File: src/rtl/prco_sched_pkg.sv
// Shared types and constants for the prco instruction sequencer.
package prco_sched_pkg;

    // Opcodes of the prco ISA handled by the sequencer.
    localparam logic [4:0] PRCO_OP_NOP  = 5'h00;
    localparam logic [4:0] PRCO_OP_ADD  = 5'h01;
    localparam logic [4:0] PRCO_OP_MOV  = 5'h02;
    localparam logic [4:0] PRCO_OP_MOVI = 5'h03;
    localparam logic [4:0] PRCO_OP_LW   = 5'h04;
    localparam logic [4:0] PRCO_OP_SW   = 5'h05;

    // Instruction field bit positions.
    localparam int OP_MSB    = 15;
    localparam int OP_LSB    = 11;
    localparam int RD_MSB    = 10;
    localparam int RD_LSB    = 8;
    localparam int RB_MSB    = 7;
    localparam int RB_LSB    = 5;
    localparam int IMM8_MSB  = 7;
    localparam int SIMM5_MSB = 4;

    typedef enum logic [2:0] {
        ST_FETCH,
        ST_DECODE,
        ST_EXEC,
        ST_MEM,
        ST_WB
    } state_t;

    // Decoded view of the latched instruction.
    typedef struct packed {
        logic [4:0] op;
        logic [2:0] rd;
        logic [2:0] rb;
        logic [7:0] imm8;
        logic [4:0] simm5;
        logic       alu_wb;
        logic       mem;
        logic       is_store;
        logic       nop;
        logic       illegal;
    } dec_t;

endpackage

File: src/rtl/prco_decode.sv
// Combinational field extract and opcode classification.
module prco_decode
    import prco_sched_pkg::*;
#(
    parameter int DW = 16
) (
    input  logic [DW-1:0] instr,
    output dec_t          dec
);

    // Split the instruction into fields and sort the opcode into its class.
    always_comb begin
        dec       = '0;
        dec.op    = instr[OP_MSB:OP_LSB];
        dec.rd    = instr[RD_MSB:RD_LSB];
        dec.rb    = instr[RB_MSB:RB_LSB];
        dec.imm8  = instr[IMM8_MSB:0];
        dec.simm5 = instr[SIMM5_MSB:0];
        case (instr[OP_MSB:OP_LSB])
            PRCO_OP_ADD, PRCO_OP_MOV, PRCO_OP_MOVI: dec.alu_wb = 1'b1;
            PRCO_OP_LW:                             dec.mem    = 1'b1;
            PRCO_OP_SW: begin
                dec.mem      = 1'b1;
                dec.is_store = 1'b1;
            end
            PRCO_OP_NOP:                            dec.nop     = 1'b1;
            default:                                dec.illegal = 1'b1;
        endcase
    end

endmodule

File: src/rtl/prco_sched.sv
// Multicycle sequencer: fetch handshake, RF reads, ALU enable, memory handshake, write-back.
module prco_sched
    import prco_sched_pkg::*;
#(
    parameter int DW = 16,
    parameter int RW = 3
) (
    input  logic          i_clk,
    input  logic          i_rst_n,
    input  logic [DW-1:0] i_instr,
    input  logic          i_instr_valid,
    output logic          o_instr_ready,
    output logic [RW-1:0] o_rf_addr_a,
    output logic [RW-1:0] o_rf_addr_b,
    input  logic [DW-1:0] i_rf_data_a,
    input  logic [DW-1:0] i_rf_data_b,
    output logic          o_rf_we,
    output logic [RW-1:0] o_rf_waddr,
    output logic [DW-1:0] o_rf_wdata,
    output logic          o_alu_ce,
    output logic [4:0]    o_alu_op,
    output logic [7:0]    o_alu_imm8,
    output logic [4:0]    o_alu_simm5,
    input  logic [DW-1:0] i_alu_result,
    output logic          o_mem_req,
    output logic          o_mem_we,
    output logic [DW-1:0] o_mem_addr,
    output logic [DW-1:0] o_mem_wdata,
    input  logic          i_mem_ack,
    input  logic [DW-1:0] i_mem_rdata,
    output logic          o_busy,
    output logic          o_illegal
);

    state_t        state_q, state_d;
    logic [DW-1:0] instr_q;
    logic [DW-1:0] sdata_q;
    logic [DW-1:0] ldata_q;
    logic [4:0]    alu_op_q;
    logic [7:0]    imm8_q;
    logic [4:0]    simm5_q;
    dec_t          dec;

    prco_decode #(.DW(DW)) u_decode (
        .instr (instr_q),
        .dec   (dec)
    );

    // rf data port b feeds the ALU directly; the sequencer never needs it.
    logic unused_rf_b;
    assign unused_rf_b = ^i_rf_data_b;

    // State register; async reset drops every state-derived strobe at once.
    always_ff @(posedge i_clk or negedge i_rst_n) begin
        if (!i_rst_n) state_q <= ST_FETCH;
        else          state_q <= state_d;
    end

    // Instruction latch, ALU operand hold, store data and load data capture.
    always_ff @(posedge i_clk or negedge i_rst_n) begin
        if (!i_rst_n) begin
            instr_q  <= '0;
            sdata_q  <= '0;
            ldata_q  <= '0;
            alu_op_q <= '0;
            imm8_q   <= '0;
            simm5_q  <= '0;
        end else begin
            if (state_q == ST_FETCH && i_instr_valid) instr_q <= i_instr;
            // Loaded on the way into EXEC so the ALU sees them during EXEC and after.
            if (state_q == ST_DECODE && !dec.illegal) begin
                alu_op_q <= dec.op;
                imm8_q   <= dec.imm8;
                simm5_q  <= dec.simm5;
            end
            if (state_q == ST_EXEC) sdata_q <= i_rf_data_a;
            if (state_q == ST_MEM && i_mem_ack && !dec.is_store) ldata_q <= i_mem_rdata;
        end
    end

    assign o_alu_op    = alu_op_q;
    assign o_alu_imm8  = imm8_q;
    assign o_alu_simm5 = simm5_q;
    assign o_busy      = (state_q != ST_FETCH);

    // Next-state and per-state output decode.
    always_comb begin
        state_d       = state_q;
        o_instr_ready = 1'b0;
        o_rf_addr_a   = '0;
        o_rf_addr_b   = '0;
        o_rf_we       = 1'b0;
        o_rf_waddr    = '0;
        o_rf_wdata    = '0;
        o_alu_ce      = 1'b0;
        o_mem_req     = 1'b0;
        o_mem_we      = 1'b0;
        o_mem_addr    = '0;
        o_mem_wdata   = '0;
        o_illegal     = 1'b0;
        case (state_q)
            ST_FETCH: begin
                o_instr_ready = 1'b1;
                if (i_instr_valid) state_d = ST_DECODE;
            end
            ST_DECODE: begin
                o_rf_addr_a = dec.rd;
                o_rf_addr_b = dec.rb;
                o_illegal   = dec.illegal;
                state_d     = dec.illegal ? ST_FETCH : ST_EXEC;
            end
            ST_EXEC: begin
                o_alu_ce = 1'b1;
                if (dec.nop)      state_d = ST_FETCH;
                else if (dec.mem) state_d = ST_MEM;
                else              state_d = ST_WB;
            end
            ST_MEM: begin
                o_mem_req  = 1'b1;
                o_mem_addr = i_alu_result;
                o_mem_we   = dec.is_store;
                if (dec.is_store) o_mem_wdata = sdata_q;
                if (i_mem_ack) state_d = dec.is_store ? ST_FETCH : ST_WB;
            end
            ST_WB: begin
                o_rf_we    = 1'b1;
                o_rf_waddr = dec.rd;
                o_rf_wdata = dec.mem ? ldata_q : i_alu_result;
                state_d    = ST_FETCH;
            end
            default: state_d = ST_FETCH;
        endcase
    end

endmodule

File: config.mk
export PLATFORM = sky130hd
export DESIGN_NAME = prco_sched
export DESIGN_NICKNAME = d
export VERILOG_FILES = /design/src/rtl/prco_sched_pkg.sv /design/src/rtl/prco_decode.sv /design/src/rtl/prco_sched.sv
export SDC_FILE = /design/constraint.sdc
export NUM_CORES = 1
export LEC_CHECK = 0
export ABC_AREA = 1
export BUFFER_PORTS_ARGS = -buffer_cell sky130_fd_sc_hd__buf_2
export CAP_MARGIN = 20
export CORE_UTILIZATION = 47
export DETAILED_ROUTE_END_ITERATION = 8
export PLACE_DENSITY = 0.83
export SLEW_MARGIN = 40
export SYNTH_ARGS = -nofsm -noshare
export SYNTH_HDL_FRONTEND = slang
export SYNTH_HIERARCHICAL = 1
export SYNTH_SLANG_ARGS = --single-unit
File: constraint.sdc
create_clock -name i_clk -period 2.1 [get_ports i_clk]
set_input_delay 0.315 -clock i_clk [delete_from_list [all_inputs] [get_ports i_clk]]
set_output_delay 0.315 -clock i_clk [all_outputs]
set_load 0.01 [all_outputs]
# ---- Word level (Yosys, flattened, before mapping)
# Cells that the tools add are included.
dict set report word_totals {
  romBits 0
  memories 0
  latchBits 0
  word_cells 54
  out_inout_bits 82
  ramBits 0
  in_bits 84
  ff_bits 69
}
dict set report op_classes {
  n_lt_le_gt_ge 0
  multipliers 0
  n_div 0
  n_reduce_logical 11
  shift 0
  bitwise_logic 0
  mux 25
  n_eq_ne 11
  addsub 0
}
# op n
set op_table {}
lappend op_table {{$mux 16} 5}
lappend op_table {{$mux 3} 8}
lappend op_table {{$pmux 3 s4} 1}
lappend op_table {{$eq 5x2->1 const B} 2}
lappend op_table {{$eq 5x3->1 const B} 2}
lappend op_table {{$mux 1} 10}
lappend op_table {{$eq 3x2->1 const B} 2}
lappend op_table {{$reduce_or 6->1} 1}
lappend op_table {{$eq 5x1->1 const B} 1}
lappend op_table {{$logic_not 5->1} 1}
lappend op_table {{$logic_and 1x1->1} 4}
lappend op_table {{$ne 2x2->1 const B} 2}
lappend op_table {{$eq 3x1->1 const B} 1}
lappend op_table {{$eq 3x3->1 const B} 1}
lappend op_table {{$logic_not 3->1} 1}
lappend op_table {{$reduce_bool 3->1} 1}
lappend op_table {{$mux 2} 1}
lappend op_table {{$reduce_and 2->1} 1}
lappend op_table {{$reduce_or 2->1} 1}
lappend op_table {{$logic_not 1->1} 1}

# ---- Depth between registers and ports, before layout
# Gate-level depths: netlist (run 1).
dict set report logic_depth {
  ltp_word 6
  ltp_mapped 10
  depth_no_buf 9
}

# ---- Hierarchy
# Netlist (run 1), hierarchy kept.
# module seq_area_each_um2 cells_per_inst area_per_inst_um2 n_inst
set by_module_without_submodules {}
lappend by_module_without_submodules {prco_sched 1726.7 459 3389.5 1}
lappend by_module_without_submodules {prco_decode 0.0 37 235.2 1}

# ---- Least setup slack after synthesis (run 1)
# Ideal clock, no wire load.
dict set report synth_path {
  kind {reg2out}
  startpoint {register instr_q[15]}
  endpoint {output port o_mem_wdata[10]}
  path_stages_with_launch 8
  path_slack_ns 0.384
  arrival_ns 1.401
  path_cell_list {dfrtp_1 > nor2_2 > nand2_1 > nor2_1 > buf_2 > clkbuf_1 > nand2_1 > nor2_1}
}
# item line_no
set synth_rtl {}
lappend synth_rtl {{from (decl)} prco_sched.sv:36} ;# logic [DW-1:0] instr_q;
lappend synth_rtl {{from (signal assigned)} prco_sched.sv:69} ;# if (state_q == ST_FETCH && i_instr_valid) instr_q <= i_instr;
lappend synth_rtl {{to (decl)} prco_sched.sv:28} ;# output logic [DW-1:0] o_mem_wdata,

==> results_dict.tcl, run 1 <==
set metrics [dict create \
    drc 0 \
    ctsHoldBuffers 0 \
    cts_tree "done" \
    clkLatencyLatePin_ps 330 \
    io_buffers 149 \
    num_antenna_cells 0 \
    crit_path_start_kind "register" \
    setup_viol 0 \
    cts_buffers 9 \
    drt_wl_total_mm 9.261 \
    hpwl_mm 6.163 \
    final-instance-count-excl-fill 722 \
    max-slew-margin-rel 0.5897 \
    worstPathMaxFanout 8 \
    crit_type "reg -> out" \
    gp_congestion 0.7739 \
    dieArea_sq_um 8060 \
    globalRouteOverflowTotal 0 \
    die_w_um 89.78 \
    rows 31 \
    dp.cells 701 \
    synth_area_sq_um 3621 \
    cts.clk_slew.worst_paths_ps 70 \
    wl_per_cell_um 12.83 \
    fin_worst_hold_slack_ps -26.23 \
    path_cells "nor2_2, nand2_2, nor2_4, buf_12, clkbuf_16, nand2_1, a21oi_1, buf_2" \
    fin_tns_setup_ps 0 \
    nFillCells 676 \
    syn2layout_area_growth_pct 25.43 \
    clockBufferDepth 2 \
    netlist_instances 495 \
    core_area_sq_um 7331 \
    tightest_slew_ps 615.4 \
    fin_total_pwr_uw 5635 \
    cp_data_required_time_ps 1780 \
    synth_area_per_cell_sq_um 7.315 \
    hp-class "in -> async" \
    grt_pass1_vias 3173 \
    worst-endpoint-arrival_ps 1720 \
    fin_crit_sh 0.9709 \
    hold_viol 38 \
    powerDensity_nw_per_um2 1241 \
    final.min_clock_period_ps 2039 \
    nets 705 \
    peakVddDrop_mv 0.6393 \
    cap_violations 0 \
    layout-drive-gt1-share 0.3226 \
    ctsRootBufferMaster "clkbuf_8" \
    finalClockSkew_ps 6.302 \
    violations "negative hold slack" \
    crit_path_end_kind "output pin" \
    yosys_warnings 6 \
    initialDrtViolationCount 241 \
    max_freq_ghz 0.4905 \
    antenna_found_initial 0 \
    grt_use_total 0.2296 \
    post_drt_via_cell_ratio 4.823 \
    leakagePower_uw 0.002713 \
    crit_path_top_delay_cell "dfrtp_1" \
    slowest_delay_ps 390 \
    reg2reg_from "instr_q[12]" \
    io_pins 166 \
    grt_max_degree 70 \
    final_antenna_net_count 0 \
    crit_start "instr_q[15]" \
    vias 3482 \
    outcome "complete, but fails checks" \
    syn_nets 579 \
    grt_first_pass_wirelength_mm 14.90 \
    die_h_um 89.78 \
    drv_slew 0 \
    worst-path-buf-inv 3 \
    drt_pre_antenna_iters 4 \
    start_util 0.4939 \
    cts-htree-levels 3 \
    cts.sink_count 69 \
    crit_family "buffers and inverters" \
]
[cells in the final DEF (no fill, tap or decap), types with 4 or more instances in the layout]
cell,n
nand2_2,5
nand3_1,53
clkinv_2,4
nand2_1,205
buf_2,149
inv_2,4
a21oi_1,15
dfrtp_1,67
inv_1,33
nor2_1,48
buf_4,7
clkbuf_8,10
[through the flow]
| step | util | area [sq um] | setup WS, ps | hold WS, ps |
|---|---|---|---|---|
| after CTS | 0.6003 | 4400 | 5.986 | 118.6 |
| after detailed placement | 0.5762 | 4224 | 159.1 | 452.7 |
| after global placement | 0.5762 | 4224 | 216.3 | 452.1 |
| final | 0.6196 | 4542 | 61.06 | -26.23 |
| after global routing | 0.6196 | 4542 | -27.11 | 6.821 |
| after floorplan | - | 3621 | 384.2 | 19.41 |
[state kept, by name (all words and copies together) (netlist names)]
signal       count
instr_q         16
ldata_q         16
o_alu_simm5      5
o_alu_imm8       8
sdata_q         16
o_alu_op         5
state_q          3
[power breakdown]
part           switching, uW  internal [uW]  total, uW
Combinational           1510            874       2390
Clock                    458            435        893
Sequential               420           1940       2360
[cell type report]
cell class              instances  area (sq um)  share of cell area
multi-input cells             340          1478              0.3253
repair inverters                1         5.005            0.001102
flip-flops and latches         69          1729              0.3807
clock inverters                 3         15.01            0.003306
inverters                      38         147.6             0.03251
repair buffers                162         905.9              0.1994
clock buffers                  10         137.6             0.03030
well taps                      99         123.9             0.02727
[final timing paths]
check,to,slack (ps),cells after the start
max,o_rf_wdata[6],60,8
min,o_alu_imm8[0],-30,1
min in group i_clk,sdata_q[8],180,3
max reg2reg,ldata_q[13],180,9
min reg2reg,o_alu_imm8[3],470,2
max in group asynchronous,state_q[0],1670,1
[timing repair]
item                       4_1_cts  5_1_grt
gates resized for setup          5       13
setup endpoints to repair       25       59
buffers inserted                 0        3
pin swaps                        0        2
gates cloned                     1        4
[layer usage]
layer | routed length (um) | track usage | vias to the layer above
met2 | 4582 | 0.3756 | 116
met1 | 3988 | 0.3008 | 1615
met3 | 543 | 0.03807 | 9
met4 | 146 | 0.1011 | 0
li1 | - | - | 1742
met5 | 0 | 0 | -
(Power assumes the default switching activity.)
==> run 2, diff against run 1 <==
ABC_AREA = 0   (was 1)
PLACE_DENSITY = 0.84   (was 0.83)
==> run 2 against run 1 <==
  * The run now ends clean
  * Flip-flop and latch count unchanged
  * Sequential share of layout area grew 0.45 points
  * Power rose by 2.9%
  * Synthesized area down 3.5%
  * Cell count fell by 28%
  * Worst hold slack gained 220 ps
  * Count of clock-buffer cells in the layout grew 1
==> results_dict.tcl, run 2 <==
set metrics [dict create \
    rsz0062_at_grt "yes" \
    globalRouteOverflowTotal 0 \
    worstPathMaxFanout 9 \
    start_util 0.4846 \
    drt_wl_total_mm 7.547 \
    grt_max_degree 36 \
    crit_path_top_delay_cell "dfrtp_1" \
    hold_viol 0 \
    grt_use_total 0.1897 \
    dieArea_sq_um 7787 \
    drc 0 \
    worst-endpoint-arrival_ps 1750 \
    setup_viol 0 \
    outcome "completed" \
    slowest_delay_ps 400 \
    crit_type "reg -> out" \
    wl_per_cell_um 14.60 \
    cts.clk_slew.worst_paths_ps 70 \
    crit_path_end_kind "output pin" \
    max-slew-margin-rel 0.7006 \
    final.min_clock_period_ps 2068 \
    grt_pass1_vias 2431 \
    die_h_um 88.25 \
    cts_buffers 9 \
    syn_nets 363 \
    layout-drive-gt1-share 0.5670 \
    core_area_sq_um 7214 \
    hp-class "in -> reg" \
    max_freq_ghz 0.4836 \
    vias 2506 \
    post_drt_via_cell_ratio 4.847 \
    drt_pre_antenna_iters 4 \
    syn2layout_area_growth_pct 28.31 \
    cts-htree-levels 3 \
    gp_congestion 0.7306 \
    largestRegisters "instr_q x16, ldata_q x16, sdata_q x16" \
    io_pins 166 \
    finalClockSkew_ps 8.376 \
    path_cells "nor3_2, and2_4, buf_12, mux2i_4, nor2_1, buf_2" \
    powerDensity_nw_per_um2 1293 \
    synth_area_per_cell_sq_um 12.53 \
    crit_path_start_kind "register" \
    grt_first_pass_wirelength_mm 11.14 \
    leakagePower_uw 0.002369 \
    peakVddDrop_mv 0.8081 \
    final_antenna_net_count 0 \
    fin_worst_hold_slack_ps 190.7 \
    synth_area_sq_um 3496 \
    hpwl_mm 5.486 \
    cap_violations 0 \
    antenna_found_initial 0 \
    rows 31 \
    fin_crit_sh 0.9846 \
    cp_data_required_time_ps 1780 \
    cts.sink_count 69 \
    initialDrtViolationCount 69 \
    drv_slew 0 \
    worst-path-buf-inv 2 \
    io_buffers 149 \
    netlist_instances 279 \
    layout_commonest_cell "buf_2" \
    tightest_slew_ps 448.1 \
    die_w_um 88.25 \
    setup_slack_ps 32.29 \
    ctsRootBufferMaster "clkbuf_8" \
    num_antenna_cells 0 \
    nets 497 \
    clockBufferDepth 2 \
    crit_family "simple AND/OR/NAND/NOR gates" \
    cts_tree "done" \
    clkLatencyLatePin_ps 340 \
    dp_slack_ps 273.5 \
    final_util 0.6217 \
    layout_common_cells "149 x buf_2, 68 x dfrtp_1, 37 x mux2_2, 25 x and2_1" \
    yosys_warnings 6 \
]
==> run 2: changes by cell type in the layout (fill, tap and decap cells not counted), moves of 15 or more <==
cell     previous run  this run
mux2i_1             0        15
nor2_1             48        18
inv_1              33         3
mux2_2              0        37
and2_1              0        25
nand2_1           205         2
a21oi_1            15         0
mux2_1              0        19
and3_1              0        19
nand3_1            53         0
==> run 2: worst register-to-register path, delay by kind of cell (launching register included) <==
family / cells / cell delay [ps]
buffers and inverters: 1 / 210
flip-flops: 1 / 490
multiplexers: 1 / 340
AND/OR/NAND/NOR: 2 / 650
==> run 2: metrics by stage <==
step	power, uW	TNS, ps	std cells	instance area, sq um
after detailed placement	4536	0	496	4177
final	5798	0	517	4486
after CTS	5791	-31.61	513	4428
after global routing	6188	-384.4	517	4486
after floorplan	4061	0	279	3496
after global placement	4418	0	496	4177
==> run 2: repair_timing <==
action                     4_1_cts  5_1_grt
hold endpoints to repair        10        0
setup endpoints to repair       16       24
gates resized for setup          4        3
hold buffers                     1        0
cloned                           0        1
pin swaps                        0        3
buffers inserted                 0        3
==> run 2: power by group <==
group / switching [uW] / internal, uW / leakage, uW
sequential: 399 / 1970 / 0.000846
combinational: 966 / 1260 / 0.00142
clock: 501 / 703 / 0.000106
total: 1870 / 3930 / 0.00237
==> run 2: layer usage <==
layer  share of wire  track usage  vias to the layer above
met4           0.016      0.07918                        0
met5               0            0                        -
li1                -            -                     1198
met2            0.49       0.3371                      111
met3           0.080      0.06063                       12
met1            0.41       0.2091                     1185
==> run 2: path summary, 6_finish.rpt <==
path / to / start / slack [ps] / depth (start not counted)
min in group asynchronous: sdata_q[9] / i_rst_n / 390 / 2
setup reg to reg: o_alu_simm5[1] / state_q[0] / 290 / 4
setup / recovery: o_rf_wdata[5] / instr_q[12] / 30 / 6
hold / removal: instr_q[6] / i_instr[6] / 190 / 2
max in group asynchronous: o_alu_op[3] / i_rst_n / 990 / 3
hold reg to reg: o_alu_op[3] / o_alu_op[3] / 490 / 1
==> run 2: cell type report <==
cell class	instances	area, sq um
Clock inverter	5	83.83
Fill cell	604	2729
Tap cell	99	123.9
Timing Repair Buffer	164	919.6
Multi-Input combinational cell	166	1478
Sequential cell	69	1728
Inverter	3	11.26
Clock buffer	11	141.4
==> run 3, diff against run 2 <==
BUFFER_PORTS_ARGS = -buffer_cell sky130_fd_sc_hd__buf_4   (was -buffer_cell sky130_fd_sc_hd__buf_2)
==> run 3 against run 2 <==
  * Power up 6.7%
  * Cell count unchanged
  * Maximum frequency about the same
  * Via count up 0.84%
  * Flip-flop and latch count unchanged
  * First-iteration DRC count up 10%
  * Routed wire length up 6.2%
  * Critical path type unchanged
  * Highest routed layer unchanged
==> results_dict.tcl, run 3 (same netlist as run 2, synthesis figures left out) <==
set metrics [dict create \
    worstPathMaxFanout 5 \
    crit_type "reg -> out" \
    worstReg2RegEnd "o_alu_simm5[2]" \
    hold_start "i_instr[6]" \
    clockBufferDepth 2 \
    io_pins 166 \
    fin_crit_sh 0.9839 \
    tightest_slew_ps 457.0 \
    final_antenna_net_count 0 \
    highest_layer "met4" \
    vias 2527 \
    die_w_um 88.25 \
    hp-class "in -> reg" \
    grt_pass1_vias 2501 \
    cts-htree-levels 3 \
    globalRouteOverflowTotal 0 \
    crit_path_start_kind "register" \
    hold_viol 0 \
    cts.clk_slew.worst_paths_ps 70 \
    reg2reg_depth 5 \
    layout_common_cells "157 x buf_4, 69 x dfrtp_1, 37 x mux2_2, 25 x and2_1" \
    initialDrtViolationCount 76 \
    hpwl_mm 5.886 \
    max_freq_ghz 0.4840 \
    layout_commonest_cell "buf_4" \
    cts_buffers 9 \
    final.min_clock_period_ps 2066 \
    peakVddDrop_mv 0.9150 \
    grt_max_degree 38 \
    fin_total_pwr_uw 6187 \
    gp_congestion 0.7212 \
    powerDensity_nw_per_um2 1263 \
    cts.sink_count 69 \
    leakagePower_uw 0.002463 \
    die_h_um 88.25 \
    wl_per_cell_um 15.50 \
    post_drt_via_cell_ratio 4.888 \
    rsz0062_at_grt "yes" \
    crit_path_end_kind "output pin" \
    route.met2.wl_mm 3.991 \
    drt_pre_antenna_iters 4 \
    cp_data_required_time_ps 1780 \
    rows 31 \
    start_util 0.4846 \
    reg2reg_from "instr_q[15]" \
    outcome "completed" \
    cap_violations 0 \
    wl_met3_um 778 \
    finalClockSkew_ps 6.673 \
    antenna_found_initial 0 \
    cts_tree "done" \
    largestRegisters "instr_q x16, ldata_q x16, sdata_q x16" \
    clkLatencyLatePin_ps 330 \
    crit_path_end "o_rf_wdata[5]" \
    setup_viol 0 \
    rrSetupSlack_ps 270 \
    io_buffers 149 \
    dieArea_sq_um 7787 \
    hold-path-cell-count 2 \
    nets 497 \
    ctsRootBufferMaster "clkbuf_8" \
    worst-endpoint-arrival_ps 1750 \
    drt_wl_total_mm 8.014 \
    max-slew-margin-rel 0.6953 \
    drv_slew 0 \
    core_area_sq_um 7214 \
    grt_use_total 0.2010 \
    num_antenna_cells 0 \
    dp.cells 495 \
    syn2layout_area_growth_pct 40.16 \
    grt_first_pass_wirelength_mm 11.82 \
    drc 0 \
    wl_met1_mm 3.146 \
    final-instance-count-excl-fill 517 \
    layout-drive-gt1-share 0.5670 \
    crit_start "instr_q[12]" \
]
-- run 3: changes by cell type in the layout (fill, tap and decap cells not counted), sizes merged --
cell      previous run  this run
clkinv               1         2
bufinv               2         3
clkinvlp             2         0
inv                  3         4
buf                162       161
-- run 3: metal layers --
layer	up-vias	global-route usage
met3	10	0.06437
met2	114	0.3462
met4	0	0.07918
met5	-	0
li1	1196	-
met1	1207	0.2333
-- run 3: final cells by class --
type / count / area (sq um)
clock buffer: 10 / 137.6
clock inverter: 6 / 108.9
fill: 530 / 2315
inverter: 3 / 11.26
multi-input combinational: 166 / 1473
sequential: 69 / 1727
tap: 99 / 123.9
timing repair buffer: 164 / 1319
-- run 3: per-stage QoR --
step           worst slack, ps  utilization  TNS, ps  hold WS [ps]  instance area (sq um)
6_report                 33.77       0.6792        0         193.0                   4900
5_1_grt                 -63.96       0.6792   -827.8         184.9                   4900
4_1_cts                 -28.63       0.6689   -28.63         183.2                   4826
3_5_place_dp             296.4       0.6313        0         299.0                   4554
3_3_place_gp             316.7       0.6313        0         288.1                   4554
2_1_floorplan            114.9            -        0         19.41                   3496
-- run 3: worst min path at each step --
stage,end,slack (ps)
floorplan,instr_q[0],20
global placement,sdata_q[9],290
detailed placement,ldata_q[3],300
CTS,instr_q[6],180
global route,instr_q[10],180
finish,instr_q[6],190
-- run 3: what timing repair did --
item,CTS,global route
pin swaps,0,5
setup buffers,0,3
setup endpoints to repair,16,16
resized for setup,3,1
endpoints found under the hold margin,32,0
cloned,0,2
hold buffers,1,0
-- run 3: critical path: stages, from the launching register on --
cell and delay (ps):
dfrtp_1 420, nor3_2 200, and2_4 230, buf_12 140
mux2i_4 220, nor2_1 60, buf_4 150
-- run 3: power breakdown --
| group | internal (uW) | switching (uW) | total (uW) |
|---|---|---|---|
| clock | 822 | 497 | 1320 |
| sequential | 1970 | 421 | 2390 |
| combinational | 1500 | 984 | 2480 |
